## config.mk

```make
export PLATFORM = sky130hd
export DESIGN_NAME = march_bist_controller
export DESIGN_NICKNAME = d
export VERILOG_FILES = /design/src/rtl/march_bist_controller.sv
export SDC_FILE = /design/constraint.sdc
export NUM_CORES = 1
export LEC_CHECK = 0
export CORE_UTILIZATION = 50
export CTS_CLUSTER_DIAMETER = 60
export DETAILED_ROUTE_END_ITERATION = 8
export GPL_ROUTABILITY_DRIVEN = 0
export GPL_TIMING_DRIVEN = 0
export PLACE_DENSITY = 0.78
export RECOVER_POWER = 50
export SYNTH_ARGS = -nofsm -noshare
export SYNTH_HDL_FRONTEND = slang
export SYNTH_SLANG_ARGS = --single-unit
```

## constraint.sdc

```tcl
create_clock -name clk -period 6.8 [get_ports clk]
set_clock_uncertainty 0.2 [all_clocks]
set_input_delay 1.36 -clock clk [delete_from_list [all_inputs] [get_ports clk]]
set_output_delay 1.36 -clock clk [all_outputs]
set_load 0.05 [all_outputs]
```

## src/rtl/march_bist_controller.sv

```systemverilog
// March C- BIST engine: takes over the RAM through the BIST side of the muxes,
// walks M0..M5 and reports done/fail with the first failing address.
module march_bist_controller #(
  parameter int unsigned ADDR_W = 8,
  parameter int unsigned DATA_W = 8
) (
  input  logic              clk,
  input  logic              rst,
  input  logic              start_i,
  input  logic [DATA_W-1:0] ram_dout_i,
  output logic              test_mode_o,
  output logic [ADDR_W-1:0] bist_addr_o,
  output logic [DATA_W-1:0] bist_din_o,
  output logic              bist_we_o,
  output logic              busy_o,
  output logic              done_o,
  output logic              fail_o,
  output logic [ADDR_W-1:0] fail_addr_o
);

  localparam int unsigned ELEM_W = 3;
  localparam logic [ELEM_W-1:0] ELEM_FIRST_DOWN = ELEM_W'(3);
  localparam logic [ELEM_W-1:0] ELEM_LAST       = ELEM_W'(5);
  localparam logic [ADDR_W-1:0] ADDR_MAX        = '1;
  localparam logic [DATA_W-1:0] PAT0            = '0;
  localparam logic [DATA_W-1:0] PAT1            = '1;

  typedef enum logic [2:0] {
    IDLE,
    WR,
    RD,
    CMP,
    DONE
  } state_e;

  state_e              state_q;
  logic [ELEM_W-1:0]   elem_q;
  logic [ADDR_W-1:0]   addr_q;
  logic [DATA_W-1:0]   bist_din_q;
  logic                bist_we_q;
  logic                test_mode_q;
  logic                busy_q;
  logic                done_q;
  logic                fail_q;
  logic [ADDR_W-1:0]   fail_addr_q;

  logic                last_addr;
  logic                run_end;
  logic                mismatch;
  logic [ELEM_W-1:0]   adv_elem;
  logic [ADDR_W-1:0]   adv_addr;

  function automatic logic is_down(input logic [ELEM_W-1:0] e);
    return e >= ELEM_FIRST_DOWN;
  endfunction

  // M1 and M3 write ones; M0, M2 and M4 write zeros.
  function automatic logic [DATA_W-1:0] wr_pat(input logic [ELEM_W-1:0] e);
    return (e == ELEM_W'(1) || e == ELEM_W'(3)) ? PAT1 : PAT0;
  endfunction

  // M2 and M4 expect ones; M1, M3 and M5 expect zeros.
  function automatic logic [DATA_W-1:0] exp_pat(input logic [ELEM_W-1:0] e);
    return (e == ELEM_W'(2) || e == ELEM_W'(4)) ? PAT1 : PAT0;
  endfunction

  // Position of the next address once all ops of the current one are done.
  always_comb begin
    last_addr = is_down(elem_q) ? (addr_q == '0) : (addr_q == ADDR_MAX);
    run_end   = last_addr && (elem_q == ELEM_LAST);
    mismatch  = (ram_dout_i != exp_pat(elem_q));
    adv_elem  = elem_q;
    adv_addr  = addr_q;
    if (last_addr) begin
      adv_elem = elem_q + ELEM_W'(1);
      adv_addr = is_down(adv_elem) ? ADDR_MAX : '0;
    end else if (is_down(elem_q)) begin
      adv_addr = addr_q - ADDR_W'(1);
    end else begin
      adv_addr = addr_q + ADDR_W'(1);
    end
  end

  always_ff @(posedge clk or posedge rst) begin
    if (rst) begin
      state_q     <= IDLE;
      elem_q      <= '0;
      addr_q      <= '0;
      bist_din_q  <= '0;
      bist_we_q   <= 1'b0;
      test_mode_q <= 1'b0;
      busy_q      <= 1'b0;
      done_q      <= 1'b0;
      fail_q      <= 1'b0;
      fail_addr_q <= '0;
    end else begin
      case (state_q)
        IDLE, DONE: begin
          if (start_i) begin
            state_q     <= WR;
            elem_q      <= '0;
            addr_q      <= '0;
            bist_din_q  <= PAT0;
            bist_we_q   <= 1'b1;
            test_mode_q <= 1'b1;
            busy_q      <= 1'b1;
            done_q      <= 1'b0;
            fail_q      <= 1'b0;
            fail_addr_q <= '0;
          end
        end

        WR: begin
          state_q    <= (adv_elem == '0) ? WR : RD;
          elem_q     <= adv_elem;
          addr_q     <= adv_addr;
          bist_we_q  <= (adv_elem == '0);
          bist_din_q <= '0;
        end

        RD: begin
          state_q <= CMP;
        end

        CMP: begin
          if (mismatch || run_end) begin
            // Abort or normal completion: release the RAM immediately.
            state_q     <= DONE;
            elem_q      <= '0;
            addr_q      <= '0;
            bist_we_q   <= 1'b0;
            bist_din_q  <= '0;
            test_mode_q <= 1'b0;
            busy_q      <= 1'b0;
            done_q      <= 1'b1;
            if (mismatch) begin
              fail_q      <= 1'b1;
              fail_addr_q <= addr_q;
            end
          end else if (elem_q == ELEM_LAST) begin
            state_q    <= RD;
            elem_q     <= adv_elem;
            addr_q     <= adv_addr;
            bist_we_q  <= 1'b0;
            bist_din_q <= '0;
          end else begin
            state_q    <= WR;
            bist_we_q  <= 1'b1;
            bist_din_q <= wr_pat(elem_q);
          end
        end

        default: begin
          state_q     <= IDLE;
          bist_we_q   <= 1'b0;
          bist_din_q  <= '0;
          test_mode_q <= 1'b0;
          busy_q      <= 1'b0;
        end
      endcase
    end
  end

  assign test_mode_o = test_mode_q;
  assign bist_addr_o = addr_q;
  assign bist_din_o  = bist_din_q;
  assign bist_we_o   = bist_we_q;
  assign busy_o      = busy_q;
  assign done_o      = done_q;
  assign fail_o      = fail_q;
  assign fail_addr_o = fail_addr_q;

endmodule

```

# --- Word-level counts from Yosys, hierarchy flattened ---
# Cells that the tools add are included.
word_totals:
  regBits: 34
  input_bits: 11
  elab_cells: 85
op_classes:
  addsub: 3
  reduce_logical: 16
  n_eq_ne: 15
  order_cmp: 2
  bitwise: 2
  mux: 38
op_table:
  columns: ["cell", "n"]
  rows:
  - ["$mux W8", 12]
  - ["$pmux W8 S3", 2]
  - ["$mux W3", 6]
  - ["$pmux W8 S2", 1]
  - ["$eq A3 B2 Y1 const B", 4]
  - ["$pmux W3 S4", 1]
  - ["$eq A3 B3 Y1 const B", 3]
  - ["$mux W1", 9]
  - ["$pmux W3 S3", 1]
  - ["$reduce_and A3 Y1", 3]
  - ["$add A8 B1 Y8 const B", 1]
  - ["$eq A8 B8 Y1 const B", 1]
  - ["$logic_not A8 Y1", 1]
  - ["$ne A8 B8 Y1", 1]
  - ["$sub A8 B1 Y8 const B", 1]
  - ["$eq A3 B1 Y1 const B", 2]
  - ["$ge A3 B2 Y1 const B", 2]
  - ["$logic_not A3 Y1", 2]
  - ["$ne A2 B2 Y1 const B", 3]
  - ["$mux W2", 2]
  - ["$pmux W1 S2", 2]
  - ["$pmux W1 S4", 1]
  - ["$reduce_and A4 Y1", 1]
  - ["$reduce_or A2 Y1", 2]
  - ["other kinds (9)", 12]

# --- Longest topological paths before layout ---
logic_depth:
  depth_word: 7
  depth_mapped: 11
  mapped_depth_nobuf: 10

# --- Least setup slack after synthesis ---
# OpenSTA, ideal clock, no wires.
synth_path:
  path_kind: "register -> register"
  start: "register elem_q[0]"
  end: "register addr_q[7], in the netlist bist_addr_o[7]"
  stages_incl_launch_ff: 11
  period_less_slack_ns: 3.050
  required_time_ns: 6.506
  path_buffers: 0
  arrival_time_ns: 2.755
  slack_ns: 3.750
  cell_sequence: "dfrtp_1 > ha_1 > ha_1 > a211o_4 > ha_1 > a21oi_1 > o211ai_1 > o41ai_1 > mux2_2 > and3_1 > a211oi_1"
synth_between:
  elab_chain_len: 7
  elab_cells_between_ends: 20
  cone_classes: "add/sub (1); order compare (2); eq/ne (5); mux (8); reduce/logical (4)"
synth_rtl:
  columns: ["item", "line", "source"]
  rows:
  - ["from (decl)", "37", "logic [ELEM_W-1:0] elem_q;"]
  - ["from (signal assigned)", "115", "elem_q <= adv_elem;"]
  - ["from (signal assigned)", "142", "elem_q <= adv_elem;"]
  - ["$add A3 B1 Y3 (tied with other cells)", "75", "adv_elem = elem_q + ELEM_W'(1);"]
  - ["$ge A3 B2 Y1 / $logic_or A1 B1 Y1 (equally long branches)", "54, 64", null]
  - ["$mux W8 (on tied branches)", "76, 64", null]
  - ["$mux W8 / $ne A8 B8 Y1 (equally long branches)", "74, 71", null]
  - ["$mux W8 / $logic_or A1 B1 Y1 (equally long branches)", "140, 126", null]
  - ["$mux W8 / $ne A3 B3 Y1 (equally long branches)", null, null]
  - ["$pmux W8 S3 / $reduce_and A3 Y1 (equally long branches)", null, null]
  - ["to (signal assigned)", "116", "addr_q <= adv_addr;"]
  - ["to (signal assigned)", "143", "addr_q <= adv_addr;"]
  - ["to (decl)", "38", "logic [ADDR_W-1:0] addr_q;"]
# Parallel ways exist; a longest one is shown, timed or not. The select of a mux whose other input is x is not followed.
# A chain may end at the register's enable or synchronous reset.

# --- Worst setup path in the final report ---
layout_path:
  start: "input ram_dout_i[1]"
  end: "register addr_q[3], in the netlist bist_addr_o[3]"
layout_between:
  elab_chain_len: 4
  elab_cells_between_ends: 6
  cone_classes: "eq/ne (2); mux (2); reduce/logical (2)"
layout_rtl:
  columns: ["item", "line", "source"]
  rows:
  - ["from (decl)", "10", "input logic [DATA_W-1:0] ram_dout_i,"]
  - ["$ne A8 B8 Y1 (*)", "71", "mismatch = (ram_dout_i != exp_pat(elem_q));"]
  - ["$logic_or A1 B1 Y1 (*)", "126", "if (mismatch || run_end) begin"]
  - ["$ne A3 B3 Y1 (no source line) / $mux W8 (equally long branches)", null, null]
  - ["$reduce_and A3 Y1 (no source line) / $pmux W8 S3 (equally long branches)", null, null]
# Mark *: on every way between the ends. The rest lies on a longest branch, timed or not.

==> summary.txt <==
Worst setup path
  – Depth of the most critical reg-to-reg path: 10
  – Crit path required time: 6810 ps
  – Setup slack, reg-to-reg: 3370 ps
  – Worst path arrival time: 3490 ps
  – Crit Path Class: in -> reg
  – Crit Path Max Fanout: 8
  – R2R Path Start: elem_q[1]
  – Critical Path Sink Type: flop
  – CP Launch Type: input port
  – Worst reg2reg endpoint: bist_addr_o[7]

GRT
  – Grt peak-use layer: met2
  – Largest net degree at the start of global routing: 28
  – GRT Overall Usage: 22.10%
  – Met3 GRT Util: 3.125%
  – Grt ovf: 0
  – Vias in the first global route: 1568
  – M1 GR Usage: 26.35%
  – Initial antenna violation count: 0
  – First-pass GRT wire length: 6.927 mm
  – Met2 Use GR: 40.80%

Timing
  – Final setup margin: 3329 ps
  – Fin crit period: 3471 ps
  – Max_slew headroom: 30.79%
  – Worst-Margin Slew: 1037 ps
  – Max-slew violations: 0
  – Period utilization: 51.04%
  – FMAX: 288.1 MHz
  – Fin. Hold Viols: 0
  – Sum Neg Setup Slack: 0 ps
  – # setup viols final: 0
  – RSZ-0062 raised after global routing: no

Final layout
  – Area growth syn-to-layout: 26.14%
  – Nets: 266
  – Layout cell share with drive strength beyond 1: 12.45%
  – Commonest non-fill, non-tap cells in the layout: 33 x clkdlybuf4s50_1, 30 x nand2_1, 27 x dfrtp_1
  – N_diodes: 0
  – Most common cell after layout, fill and taps aside: clkdlybuf4s50_1

Logic synthesis
  – EDFF count, synth: 0
  – Number of synthesized register bits: 27
  – Synth unique cells: 48
  – Async SR Flop Fraction: 100.0%
  – Net Count, Synth: 222
  – Syn Std Cell Area: 1814 sq um
  – Post-synth top flop: dfrtp_1
  – Post-Synthesis Cells: 198
  – Register area share after synthesis: 37.24%
  – Synth warn: 0
  – Syn Area/Cell: 9.163 sq um

Clocking
  – Hold-fix buffers, CTS: 0
  – Clock Tree Root: clkbuf_4
  – Clk slew on worst S/H paths: 150 ps
  – Post CTS Setup Buffer Count: 0
  – Clock Latency Late Sink: 340 ps
  – Clock Sinks: 27
  – Cts repair resizes: 0
  – Num CTS Buffers: 3
  – H-tree Lvls: 1
  – CTS tree: yes
  – Clock Tree Buf Depth: 2

Detailed routing
  – Routed via count: 1577
  – Wire per inst: 13.45 um
  – Final ANT Viol Nets: 0
  – Drt total wl: 3.861 mm
  – Starting DRT DRC Count: 34
  – # DRC: 0
  – First-pass iteration count of the detailed router: 4
  – Vias per inst: 5.495

Place
  – Post-place setup slack: 3225 ps
  – Input/output buffers: 39
  – Detailed placer's ending HPWL: 2.929 mm

Power and ir drop
  – Pint: 0.2910 mW
  – Worst VDD drop: 0.2769 mV
  – Leakage: 1.046 nW
  – Psw: 0.2315 mW
  – Combinational power share: 43.4%
  – Flop pwr share: 42.4%
  – Power per Cell Area: 228.3 nW/um^2
  – Clock network power share: 14.1%
  – Sw frac: 44.31%

Floorplanning
  – IO Count: 40
  – Initial core utilization: 53.11%
  – FP Rows: 21
  – Die W: 62.24 um
  – Die ar.: 3873 sq um
  – Die H: 62.24 um
  – Core Box Area: 3416 sq um

Worst hold path
  – Worst Hold Class: reg -> reg
  – Worst Hold End: fail_o
  – WHS Path Cells: 1
  – Hold path startpoint: fail_o

Status
  – Status: finished clean

Flow run
  – Max-Cap Viols: 0
-- per-layer routing --
layer | routed length (um) | vias up
met2 | 1884 | 38
met3 | 155 | 5
li1 | - | 794
met1 | 1771 | 740
met5 | 0 | -
met4 | 49 | 0
-- cell type report --
cell class,count,area [sq um]
Clock inverter,1,7.507
Tap cell,46,57.56
Sequential cell,27,675.6
Timing Repair Buffer,39,390.4
Fill cell,308,1127
Inverter,7,26.28
Buffer,14,100.1
Multi-Input combinational cell,150,1008
Clock buffer,3,22.52
-- worst max-delay path, stage by stage --
cell and delay (ps):
dlygate4sd3_1 540, nor4_1 50, and3_1 180, o21bai_1 450, a31oi_1 150, o21ai_0 560, o21ai_0 180
-- stage by stage --
stage               total power, mW  hold WS, ps  cells  util, %  area [sq um]
finish                       0.5225        301.1    287    67.00          2288
floorplan                    0.3761        344.0    198        -          1814
detailed placement           0.4523        269.8    283    66.23          2262
global placement             0.4510        259.5    283    66.23          2262
CTS                          0.5258        303.8    287    67.11          2292
global route                 0.5562        329.3    287    67.00          2288
-- kinds of logic (layout without fill, tap and decap cells) --
family / Yosys count / in the layout / share of synthesized area [%]
AND/OR/NAND/NOR: 69 / 69 / 19.10
AO/OA/AOI/OAI: 57 / 57 / 21.38
flip-flops: 27 / 27 / 37.24
buffers and inverters: 21 / 64 / 6.966
adder cells (fa/ha/maj): 13 / 13 / 9.379
multiplexers: 6 / 6 / 3.517
XOR/XNOR: 5 / 5 / 2.414
-- Yosys cell counts, types with 2 or more instances --
cell type  instances  area share [%]
a211oi_1           3             1.2
buf_2              2            0.55
mux2i_1            3             1.7
or2_2              2            0.69
a21o_1             3             1.2
buf_4              8             3.3
buf_6              2             1.2
nand3_1            2            0.55
nand4_1            4             1.4
a21oi_1           10             2.8
o21a_1             3             1.2
nor4_1             4             1.4
o21ai_0           16             4.4
and2_2             2            0.83
a22o_1             3             1.4
dfrtp_1           27              37
a2bb2oi_1          2            0.97
ha_1              12             8.3
o31ai_1            4             1.7
nand2b_1           2            0.69
and3_1             2            0.69
clkbuf_1           2            0.41
nand2_1           30             6.2
nor2_1            11             2.3
nor3_1             4             1.1
xnor2_1            4             1.9
o221ai_1           2            0.97
mux2_2             3             1.9
inv_1              7             1.4
-- sequential cells by signal, indices dropped and copies added (netlist names) --
| signal | cells |
|---|---|
| bist_addr_o | 8 |
| bist_din_o | 1 |
| bist_we_o | 1 |
| busy_o | 1 |
| done_o | 1 |
| elem_q | 3 |
| fail_addr_o | 8 |
| fail_o | 1 |
| state_q | 3 |
-- worst max path at each step --
stage | to | cells after the start | from
6_report | bist_addr_o[3] | 7 | ram_dout_i[1]
3_3_place_gp | bist_addr_o[3] | 7 | ram_dout_i[1]
2_1_floorplan | bist_addr_o[7] | 10 | elem_q[0]
5_1_grt | bist_addr_o[3] | 7 | ram_dout_i[1]
4_1_cts | bist_addr_o[7] | 10 | elem_q[1]
3_5_place_dp | bist_addr_o[3] | 7 | ram_dout_i[1]
-- power by group through the flow --
stage,clock network (mW),logic [mW],registers (mW)
after floorplan,0,0.0942,0.282
after global placement,0,0.226,0.225
after detailed placement,0,0.228,0.225
after CTS,0.0755,0.229,0.221
after global routing,0.0825,0.247,0.227
final,0.0739,0.227,0.222
Power figures use the tool's default switching activity.
